$ cat src/rtl/bus_sync_pkg.sv
// Shared definitions for the destination-domain synchronizer blocks.
// Holds the capture FSM state encoding and the default synchronizer depth.
package bus_sync_pkg;

    typedef enum logic [1:0] {
        StIdle   = 2'b00,
        StFirst  = 2'b01,
        StActive = 2'b10
    } sync_state_e;

    localparam int unsigned DefaultNumStages = 2;

endpackage

$ cat src/rtl/bit_sync.sv
// Single-bit flop-chain synchronizer; stage 0 is the only flop that samples
// the asynchronous input.
module bit_sync
    import bus_sync_pkg::*;
#(
    parameter int unsigned NUM_STAGES = DefaultNumStages
) (
    input  logic clk,
    input  logic reset,
    input  logic async_in,
    output logic sync_out
);

    logic [NUM_STAGES-1:0] r_stage;

    always_ff @(posedge clk or negedge reset) begin
        if (!reset) begin
            r_stage <= '0;
        end else begin
            r_stage <= {r_stage[NUM_STAGES-2:0], async_in};
        end
    end

    assign sync_out = r_stage[NUM_STAGES-1];

endmodule

$ cat src/rtl/bus_sync.sv
// Qualifier-based bus synchronizer: only bus_enable crosses through a flop chain;
// the bus is captured once on the synchronized rising edge of the qualifier.
module bus_sync
    import bus_sync_pkg::*;
#(
    parameter int unsigned NUM_STAGES = DefaultNumStages,
    parameter int unsigned BUS_WIDTH  = 8
) (
    input  logic                 clk,
    input  logic                 reset,
    input  logic [BUS_WIDTH-1:0] unsync_bus,
    input  logic                 bus_enable,
    input  logic                 err_clr,
    output logic [BUS_WIDTH-1:0] sync_bus,
    output logic                 enable_pulse,
    output logic                 short_err
);

    logic                 w_sync_en;
    logic                 w_load;
    logic                 w_err_set;
    sync_state_e          w_state_next;
    sync_state_e          r_state;
    logic [BUS_WIDTH-1:0] r_bus;
    logic                 r_pulse;
    logic                 r_err;

    bit_sync #(
        .NUM_STAGES (NUM_STAGES)
    ) u_en_sync (
        .clk      (clk),
        .reset    (reset),
        .async_in (bus_enable),
        .sync_out (w_sync_en)
    );

    always_comb begin
        w_state_next = r_state;
        w_load       = 1'b0;
        w_err_set    = 1'b0;
        unique case (r_state)
            StIdle: begin
                if (w_sync_en) begin
                    w_state_next = StFirst;
                    w_load       = 1'b1;
                end
            end
            StFirst: begin
                if (w_sync_en) begin
                    w_state_next = StActive;
                end else begin
                    // Qualifier vanished after one synchronized cycle: bus may not have settled.
                    w_state_next = StIdle;
                    w_err_set    = 1'b1;
                end
            end
            StActive: begin
                if (!w_sync_en) begin
                    w_state_next = StIdle;
                end
            end
            default: begin
                w_state_next = StIdle;
            end
        endcase
    end

    always_ff @(posedge clk or negedge reset) begin
        if (!reset) begin
            r_state <= StIdle;
            r_bus   <= '0;
            r_pulse <= 1'b0;
            r_err   <= 1'b0;
        end else begin
            r_state <= w_state_next;
            // Registered copy of "state is FIRST" so the strobe lines up with the capture.
            r_pulse <= (w_state_next == StFirst);
            if (w_load) begin
                r_bus <= unsync_bus;
            end
            r_err   <= w_err_set | (r_err & ~err_clr);
        end
    end

    assign sync_bus     = r_bus;
    assign enable_pulse = r_pulse;
    assign short_err    = r_err;

endmodule

$ cat config.mk
export PLATFORM = sky130hd
export DESIGN_NAME = bus_sync
export DESIGN_NICKNAME = d
export VERILOG_FILES = /design/src/rtl/bus_sync_pkg.sv /design/src/rtl/bit_sync.sv /design/src/rtl/bus_sync.sv
export SDC_FILE = /design/constraint.sdc
export NUM_CORES = 1
export LEC_CHECK = 0
export CAP_MARGIN = 20
export CORE_MARGIN = 2
export CORE_UTILIZATION = 38
export DETAILED_ROUTE_END_ITERATION = 16
export PLACE_DENSITY = 0.74
export SYNTH_ARGS = -nofsm -noshare
export SYNTH_HDL_FRONTEND = slang
export SYNTH_HIERARCHICAL = 1
export SYNTH_SLANG_ARGS = --single-unit
export TNS_END_PERCENT = 5
$ cat constraint.sdc
create_clock -name clk -period 1.6 [get_ports clk]
set_input_delay 0.48 -clock clk [delete_from_list [all_inputs] [get_ports clk]]
set_output_delay 0.48 -clock clk [all_outputs]
set_load 0.02 [all_outputs]
=== Word-level counts from Yosys, hierarchy flattened ===
Cells that the tools add are included.

* Register bits: 14
* Bits of input ports: 12
* Output and inout bits: 10
* Word-level logic and storage cells: 20

* Equality and inequality tests: 3
* Muxes and demuxes: 8
* Bitwise logic cells: 3
* Reduce and logical (&&, ||, !) cells: 1

{| class="wikitable"
|+ Operator list
! cell !! number
|-
| $mux W2 || 3
|-
| $pmux W2 S3 || 1
|-
| $eq A2 B1 Y1 const B || 2
|-
| $mux W1 || 4
|-
| $eq A2 B2 Y1 const B || 1
|-
| $logic_not A2 Y1 || 1
|-
| $and A1 B1 Y1 || 1
|-
| $not A1 Y1 || 1
|-
| $or A1 B1 Y1 || 1
|}

=== Logic depth before layout (Yosys ltp) ===
* Word-level depth: 3
* Mapped depth: 3

=== Hierarchy ===
Netlist, hierarchy kept.

{| class="wikitable"
|+ Modules (own cells, without submodules)
! module !! instances !! cells an instance !! area an instance (um2) !! sequential area each (um2)
|-
| bus_sync || 1 || 28 || 452.9 || 300.3
|-
| bit_sync || 1 || 2 || 50.0 || 50.0
|}

=== Least setup slack after synthesis ===
Ideal clock, no wire load.

* Path kind: register -> register
* Start point: reg r_state[1]
* End point: reg r_bus[0], in the netlist sync_bus[0]
* Data arrival time: 1.058 ns
* Required time: 1.475 ns
* Path slack: 0.417 ns
* Cell stages (with the launch flop): 4
* Cells stage by stage: dfrtp_1 -> nor3b_2 -> buf_6 -> mux2_2

* Word-level cells in the longest chain between the ends: 2

{| class="wikitable"
|+ RTL lines
! element !! RTL line !! RTL
|-
| start, declared || bus_sync.sv:23 || <nowiki>sync_state_e r_state;</nowiki>
|-
| start signal, assigned || bus_sync.sv:70 || <nowiki>r_state <= StIdle;</nowiki>
|-
| start signal, assigned || bus_sync.sv:75 || <nowiki>r_state <= w_state_next;</nowiki>
|-
| $logic_not A2 Y1 || bus_sync.sv:41 || <nowiki>unique case (r_state)</nowiki>
|-
| $mux W1 || bus_sync.sv:41 ||
|-
| end signal, assigned || bus_sync.sv:79 || <nowiki>r_bus <= unsync_bus;</nowiki>
|-
| end, declared || bus_sync.sv:24 || <nowiki>logic [BUS_WIDTH-1:0] r_bus;</nowiki>
|}

Every way passes these cells.
A chain may end at the register's enable or synchronous reset.

=== Worst setup path in the final report ===
* Start point: reg r_bus[5], in the netlist sync_bus[5]
* End point: out sync_bus[5]

{| class="wikitable"
|+ RTL lines
! element !! RTL line !! RTL
|-
| end, declared || bus_sync.sv:14 || <nowiki>output logic [BUS_WIDTH-1:0] sync_bus,</nowiki>
|}

No word-level cell between the ends.

==> qor.json <==
{
  "max_clock_freq": {"value": 0.690, "unit": "GHz"},
  "critical_path.startpoint": {"value": "sync_bus[5]$_DFFE_PN0P_"},
  "synth_cell_type_count": {"value": 9},
  "final.setup.worst_slack": {"value": 0.151, "unit": "ns"},
  "first_iter_violations": {"value": 2},
  "layout-drive-gt1-share": {"value": 25.5, "unit": "%"},
  "numClockSinks": {"value": 14},
  "critical_path.slowest_cell": {"value": "sky130_fd_sc_hd__dfrtp_1"},
  "critPathMaxStageDelay": {"value": 0.38, "unit": "ns"},
  "area_of_the_mapped_netlist": {"value": 503, "unit": "um^2"},
  "worstPathCellList": {"value": "dlygate4sd2_1"},
  "postSynthCellCount": {"value": 30},
  "post_drt_wl_per_cell": {"value": 10.7, "unit": "um"},
  "placer_congestion": {"value": 0.591},
  "antenna_nets_post_route": {"value": 0},
  "cts_tree": {"value": "built"},
  "syn-mean-instance-area": {"value": 16.8, "unit": "um^2"},
  "finish.utilization": {"value": 58.8, "unit": "%"},
  "grt_pass1_vias": {"value": 303},
  "max_cap_viol_count": {"value": 0},
  "final_count_of_hold_timing_violations": {"value": 0},
  "grt_antenna_before_repair": {"value": 0},
  "synth.top_cells.by_area": {"value": "sky130_fd_sc_hd__dfrtp_1, sky130_fd_sc_hd__mux2_2, sky130_fd_sc_hd__nor3b_2"},
  "start_util": {"value": 39.6, "unit": "%"},
  "seq_area_frac_synth": {"value": 69.7, "unit": "%"},
  "cts.root.buffer_cell": {"value": "sky130_fd_sc_hd__clkbuf_4"},
  "chipHeight": {"value": 40.4, "unit": "um"},
  "clkTransAtPathRegs": {"value": 0.07, "unit": "ns"},
  "cp.arrival": {"value": 0.97, "unit": "ns"},
  "grt_max_degree": {"value": 15},
  "number_of_buffers_added_by_the_clock_tree_synthesis_step": {"value": 3},
  "worstMarginPinSlew": {"value": 0.211, "unit": "ns"},
  "critPathRequiredTime": {"value": 1.12, "unit": "ns"},
  "placed_area": {"value": 736, "unit": "um^2"},
  "worst_path_dominant_cell_family": {"value": "flip-flops"},
  "clock_latency": {"value": 0.27, "unit": "ns"},
  "timing.setup.critical_path_class": {"value": "reg -> out"},
  "yosysTopAreaCell": {"value": "sky130_fd_sc_hd__dfrtp_1"},
  "clockBufferDepth": {"value": 2},
  "hold_path.startpoint": {"value": "u_en_sync/r_stage[0]$_DFF_PN0_"},
  "dr.pass1.iters": {"value": 2},
  "nets": {"value": 69},
  "total_power": {"value": 1.01, "unit": "mW"},
  "setup.reg_to_reg.worst_slack": {"value": 0.34, "unit": "ns"},
  "post-route-period-util": {"value": 90.5, "unit": "%"},
  "rsz0062_at_grt": {"value": "false"},
  "via_count": {"value": 310},
  "antenna_cells": {"value": 0},
  "drv_slew": {"value": 0},
  "design.portCount": {"value": 22},
  "global_route_wire_length_before_repair": {"value": 1270, "unit": "um"},
  "groute.usage.overall": {"value": 12.4, "unit": "%"},
  "outcome": {"value": "finished, final reports clean"},
  "p_leak": {"value": 0.343, "unit": "nW"},
  "crit-reg2reg-launch": {"value": "r_state[1]$_DFF_PN0_"},
  "maximum_ir_drop_on_the_vdd_rail": {"value": 0.624, "unit": "mV"},
  "setup_viol_count_final": {"value": 0},
  "num_rows": {"value": 13},
  "chipWidth": {"value": 40.4, "unit": "um"},
  "yosysWarningCount": {"value": 6},
  "worstPathBufferInverterCount": {"value": 1},
  "grt_overflow_total": {"value": 0},
  "syn2layout_area_growth": {"value": 48.3, "unit": "%"},
  "worstHoldPathType": {"value": "reg -> reg"},
  "worst-path-max-fanout": {"value": 2},
  "timing.clock.skew": {"value": 0.00142, "unit": "ns"},
  "ctsHtreeMaxLevel": {"value": 1},
  "vias_per_cell": {"value": 4.43},
  "fp.dieArea": {"value": 1630, "unit": "um^2"},
  "final_period_minus_worst_setup_slack": {"value": 1.45, "unit": "ns"},
  "synth_seq_cells": {"value": 14},
  "yosysTopAreaCellShare": {"value": 69.7, "unit": "%"},
  "drc_errors": {"value": 0},
  "timing.critical_path.to_type": {"value": "output port"},
  "power-per-cell-area": {"value": 1360, "unit": "nW/um^2"},
  "core_area": {"value": 1270, "unit": "um^2"},
  "port-buffer-count": {"value": 21},
  "post_place_setup_slack": {"value": 0.181, "unit": "ns"},
  "startpoint_type": {"value": "register"},
  "final_common_cell": {"value": "sky130_fd_sc_hd__dfrtp_1"},
  "setup_tns": {"value": 0, "unit": "ns"},
  "slew_headroom": {"value": 85.9, "unit": "%"},
  "drt-total-wl": {"value": 746, "unit": "um"},
  "synth.net_count": {"value": 42},
  "fin_area": {"value": 746, "unit": "um^2"},
  "most-common-layout-cells": {"value": "sky130_fd_sc_hd__dfrtp_1, sky130_fd_sc_hd__clkdlybuf4s50_1, sky130_fd_sc_hd__dlygate4sd2_1"}
}
synthesized netlist by cell type (all sizes together):
library cell / instances
buf: 1
o32ai: 1
inv: 2
xor2: 1
dfrtp: 14
and2: 1
nor3b: 2
mux2: 8
per-layer routing:
| layer | track usage [%] | up-vias | wire length [um] |
|---|---|---|---|
| li1 | - | 152 | - |
| met1 | 13.3 | 140 | 368 |
| met2 | 20.2 | 18 | 307 |
| met3 | 8.33 | 0 | 69 |
| met4 | 2.50 | 0 | 0 |
| met5 | 0 | - | 0 |
cell type report:
class | count | area, um^2
fill | 113 | 523
sequential | 14 | 350
timing repair buffer | 23 | 213
multi-input combinational | 13 | 134
clock buffer | 3 | 22.5
tap | 15 | 18.8
inverter | 2 | 7.51
what timing repair did:
item	CTS	global route
hold buffers	0	0
endpoints found under the setup margin	10	0
buffers inserted	0	0
gates resized for setup	10	0
endpoints found under the hold margin	0	0
flip-flops by register name, summed over array words and instances, names as in the netlist:
register           flops
sync_bus               8
r_state                2
u_en_sync/r_stage      2
enable_pulse           1
short_err              1
final timing paths:
check                                                      end  cells past startpoint
worst max-delay path                               sync_bus[5]                      1
worst min-delay path            u_en_sync/r_stage[1]$_DFF_PN0_                      0
worst max register to register         sync_bus[2]$_DFFE_PN0P_                      3
worst min register to register  u_en_sync/r_stage[1]$_DFF_PN0_                      0
max in group asynchronous                  short_err$_DFF_PN0_                      2
min in group asynchronous              sync_bus[7]$_DFFE_PN0P_                      2
power breakdown:
group | internal (mW) | switching (mW) | leakage (nW)
combinational | 0.174 | 0.170 | 0.161
sequential | 0.441 | 0.0430 | 0.168
clock | 0.0870 | 0.0952 | 0.0138
total | 0.702 | 0.309 | 0.343
worst reg2reg max path: stages, from the launching register on:
cell and delay (ns):
sky130_fd_sc_hd__dfrtp_1 0.43, sky130_fd_sc_hd__nor3b_2 0.19, sky130_fd_sc_hd__buf_4 0.19, sky130_fd_sc_hd__mux2_2 0.34
cell families after synthesis:
| logic type | synth area share (%) |
|---|---|
| buffers and inverters | 3.73 |
| multiplexers | 17.9 |
| flip-flops | 69.7 |
| XOR/XNOR | 1.74 |
| AND/OR/NAND/NOR | 5.22 |
| AO/OA/AOI/OAI | 1.74 |
through the flow:
step / instances / hold slack (ns)
floorplan: 30 / 0.184
global placement: 67 / 0.334
detailed placement: 67 / 0.337
CTS: 70 / 0.355
global route: 70 / 0.360
finish: 70 / 0.351
Power figures use the tool's default switching activity.
